`config.mk`:
```
export PLATFORM = sky130hd
export DESIGN_NAME = exe_01
export DESIGN_NICKNAME = d
export VERILOG_FILES = /design/src/rtl/exe_01.sv
export SDC_FILE = /design/constraint.sdc
export NUM_CORES = 1
export LEC_CHECK = 0
export ABC_AREA = 0
export BUFFER_PORTS_ARGS = -buffer_cell sky130_fd_sc_hd__buf_2
export CAP_MARGIN = 20
export CORE_AREA = 2 2 39 41
export CTS_CLUSTER_SIZE = 25
export DETAILED_ROUTE_END_ITERATION = 8
export DIE_AREA = 0 0 41 43
export PLACE_DENSITY = 0.66
export SLEW_MARGIN = 25
export SYNTH_ARGS = -nofsm -noshare
export SYNTH_HDL_FRONTEND = slang
export SYNTH_SLANG_ARGS = --single-unit
```
`constraint.sdc`:
```
create_clock -name clk_i -period 2.72 [get_ports clk_i]
set_clock_uncertainty 0.1 [all_clocks]
set_input_delay 0.68 -clock clk_i [delete_from_list [all_inputs] [get_ports clk_i]]
set_output_delay 0.68 -clock clk_i [all_outputs]
set_load 0.03 [all_outputs]
```
`src/rtl/exe_01.sv`:
```
// Rising-edge qualifier: pulses r_o for one cycle once p_i has been sampled high
// STABLE_CYCLES times in a row. Define EXE01_SYNC_EN to add a 2-flop synchronizer on p_i.
module exe_01 #(
    parameter int unsigned STABLE_CYCLES = 1
) (
    input  logic clk_i,
    input  logic rst_i,
    input  logic p_i,
    output logic r_o
);

    typedef enum logic [2:0] {
        ST_LOW   = 3'b000,
        ST_QUAL  = 3'b001,
        ST_PULSE = 3'b010,
        ST_HIGH  = 3'b100
    } state_t;

    localparam logic [7:0] STABLE_C = 8'(STABLE_CYCLES);

    state_t     state_q;
    state_t     state_d;
    logic [7:0] cnt_q;
    logic [7:0] cnt_d;
    logic [7:0] cnt_inc_s;
    logic       p_s;

`ifdef EXE01_SYNC_EN
    logic sync1_q;
    logic sync2_q;

    // Two-stage synchronizer for the asynchronous level input.
    always_ff @(posedge clk_i) begin
        if (rst_i) begin
            sync1_q <= 1'b0;
            sync2_q <= 1'b0;
        end else begin
            sync1_q <= p_i;
            sync2_q <= sync1_q;
        end
    end

    assign p_s = sync2_q;
`else
    assign p_s = p_i;
`endif

    // State and qualification counter registers.
    always_ff @(posedge clk_i) begin
        if (rst_i) begin
            state_q <= ST_LOW;
            cnt_q   <= 8'd0;
        end else begin
            state_q <= state_d;
            cnt_q   <= cnt_d;
        end
    end

    // Counter saturates at all-ones so a long qualification never wraps.
    assign cnt_inc_s = (cnt_q == 8'hFF) ? cnt_q : (cnt_q + 8'd1);

    // Next-state and counter logic.
    always_comb begin
        state_d = state_q;
        cnt_d   = cnt_q;
        case (state_q)
            ST_LOW: begin
                if (p_s) begin
                    cnt_d = 8'd1;
                    if (STABLE_C == 8'd1) begin
                        state_d = ST_PULSE;
                    end else begin
                        state_d = ST_QUAL;
                    end
                end else begin
                    state_d = ST_LOW;
                    cnt_d   = 8'd0;
                end
            end
            ST_QUAL: begin
                if (!p_s) begin
                    state_d = ST_LOW;
                    cnt_d   = 8'd0;
                end else begin
                    cnt_d = cnt_inc_s;
                    // Enter PULSE on the edge where the count reaches the threshold.
                    if (cnt_inc_s >= STABLE_C) begin
                        state_d = ST_PULSE;
                    end else begin
                        state_d = ST_QUAL;
                    end
                end
            end
            ST_PULSE: begin
                if (p_s) begin
                    state_d = ST_HIGH;
                end else begin
                    state_d = ST_LOW;
                    cnt_d   = 8'd0;
                end
            end
            ST_HIGH: begin
                if (p_s) begin
                    state_d = ST_HIGH;
                end else begin
                    state_d = ST_LOW;
                    cnt_d   = 8'd0;
                end
            end
            default: begin
                state_d = ST_LOW;
                cnt_d   = 8'd0;
            end
        endcase
    end

    assign r_o = (state_q == ST_PULSE);

endmodule

```
==> flow_metrics.tcl <==
set metrics [dict create \
    vias 604 \
    setup_violations 0 \
    cp.required_ns 2.82 \
    die_area_mm2 0.00176 \
    detail_route.vias_per_cell 6.36 \
    pre_cts_ws_ns 0.738 \
    min_to "cnt_q[7]" \
    post-route-period-util 0.742 \
    vdd_ir_drop_max_mv 0.328 \
    synthFlopType "dfxtp_1" \
    start_util 0.484 \
    syn_area_um2 669 \
    ys_seq_area_frac 0.329 \
    hp-class "reg -> reg" \
    die_y_um 43 \
    place_congestion 0.738 \
    clk_latency_ns 0.28 \
    slowest_stage "dfxtp_1" \
    crit_path_max_fanout 8 \
    yosys.area_share.xor_xnor 0.0262 \
    first_iter_violations 23 \
    area_delta_synth_final_pct 4.11 \
    crit_arrival_ns 2.12 \
    drc_errors 0 \
    syn_avg_cell_area_um2 8.81 \
    cts-htree-levels 1 \
    cp_cell_sequence "ha_1 > and3_1 > nand3_4 > a311o_1 > a211oi_2" \
    dpl.hpwl_um 941 \
    port_buffers 3 \
    hold_buffers 0 \
    antenna_found_initial 0 \
    core_area_mm2 0.00138 \
    grt_pass1_wl_mm 2.30 \
    multi_input_area_um2 400 \
    layout_commonest_cell "dfxtp_1" \
    crit_family "compound AO/OA/AOI/OAI gates" \
    r2r-start "cnt_q[0]" \
    pin_count 4 \
    cts_tree "done" \
    ys_types 37 \
    setup_tns_ns 0 \
    routed_wl_mm 1.34 \
    end_kind "flop" \
    cts_setup_buffers 0 \
    slew_viol_final 0 \
    worst_pin_slew_ns 0.387 \
    final_nets 84 \
    synth-simple-area-share 0.275 \
    async_flop_share 0 \
    grtUsageTotal 0.195 \
    fp.dieW_um 41 \
    dr.pass1.iters 4 \
    min_path_cells 2 \
    cts.sinks 11 \
    max_cap_violations 0 \
    ys_warn_count 0 \
    worst_path_largest_cell_delay_ns 0.45 \
    clockRootBuffer "clkbuf_4" \
    crit_type "reg -> reg" \
    fill_cells 138 \
    syn_nets 80 \
    cts_buffers 3 \
    rsz0062_at_grt "false" \
    clk_pin_slew_ns 0.07 \
    drive_gt1_frac 0.139 \
    ff2ff_path_depth 5 \
    synth_mux_area_frac 0 \
    wire_per_inst_um 14.1 \
    gr-total-overflow 0 \
    p_leak_nw 0.255 \
    antenna_cells 0 \
    synth_seq_cells 11 \
    r2r_end "cnt_q[0]" \
    synth_compound_area_frac 0.279 \
    final_cell_mix "dfxtp_1 (11), o21ai_0 (6), nand2_1 (5), nand4_1 (5)" \
    crit_buf_inv 0 \
    status "complete, no violations" \
    reg2reg_slack_ns 0.70 \
    cts_buffer_depth 2 \
    synth_fa_ha_area_frac 0.0187 \
    seq_area_um2 220 \
    grt_start_max_net_pins 11 \
    syn_inst 76 \
    fmax_ghz 0.495 \
    synth_top_family_by_area "compound AO/OA/AOI/OAI gates" \
    grt_pass1_vias 531 \
    rows 14 \
    power_density_mw_per_mm2 439 \
    period_minus_slack_ns 2.02 \
    cp-start-kind "flop" \
    min_from "cnt_q[7]" \
    drtAntennaViolNets 0 \
    setup_slack_ns 0.701 \
    slew_headroom 0.741 \
    synth_edf_count 0 \
    hold_viol_final 0 \
    ctsResizeCount 0 \
]
worst reg2reg max path, stage by stage (launching register included):
cell      delay [ns]
dfxtp_1         0.45
ha_1            0.26
and3_1          0.37
nand3_4         0.14
a311o_1         0.40
a211oi_2        0.21
cell families after synthesis:
group / Yosys count
AND/OR/NAND/NOR: 28
AO/OA/AOI/OAI: 26
flip-flops: 11
buffers and inverters: 8
XOR/XNOR: 2
adder cells (fa/ha/maj): 1
layer usage:
| metal | up-vias | global-route usage | wire length (um) |
|---|---|---|---|
| met4 | 0 | 0.100 | 25 |
| li1 | 298 | - | - |
| met2 | 9 | 0.272 | 624 |
| met1 | 295 | 0.267 | 648 |
| met5 | - | 0 | 0 |
| met3 | 2 | 0.0471 | 42 |
how the worst max path moves through the flow:
stage | depth (start not counted) | to | slack [ns] | start
final | 5 | cnt_q[0] | 0.70 | cnt_q[0]
after floorplan | 2 | r_o | 0.74 | state_q[0]
after detailed placement | 5 | cnt_q[0] | 0.74 | cnt_q[0]
after CTS | 5 | cnt_q[0] | 0.72 | cnt_q[0]
after global routing | 5 | cnt_q[0] | 0.62 | cnt_q[0]
after global placement | 5 | cnt_q[4] | 0.69 | rst_i
through the flow:
stage	instance area, um2	util	hold slack [ns]	std cells	total power, mW
global placement	671	0.485	0.393	91	0.192
CTS	697	0.504	0.406	95	0.309
floorplan	669	-	0.359	76	0.186
detailed placement	671	0.485	0.394	91	0.193
finish	697	0.504	0.407	95	0.306
global route	697	0.504	0.425	95	0.320
sequential cells by signal, indices dropped and copies added (netlist names):
| register | count |
|---|---|
| state_q | 3 |
| cnt_q | 8 |
Yosys cell counts, types with 2 or more instances:
library cell,count,area (um2)
a21oi_1,4,20.0
and3_1,2,12.5
nor2_1,3,11.3
nand4_1,5,31.3
dfxtp_1,11,220
a22o_1,3,26.3
nand2_1,5,18.8
o21ai_0,6,30.0
nand3_1,3,15.0
inv_1,4,15.0
a31oi_1,3,18.8
and2_1,2,12.5
where the power goes:
part	total, mW	switching, mW	internal, mW
logic	0.0213	0.0118	0.00952
registers	0.168	0.00424	0.164
clock network	0.116	0.0595	0.0569
cell type report:
cell class | instances | share of cell area
repair buffers | 3 | 0.0215
flip-flops and latches | 11 | 0.316
inverters | 4 | 0.0215
multi-input cells | 57 | 0.575
clock buffers | 4 | 0.0377
well taps | 16 | 0.0287
Power figures use the tool's default switching activity.
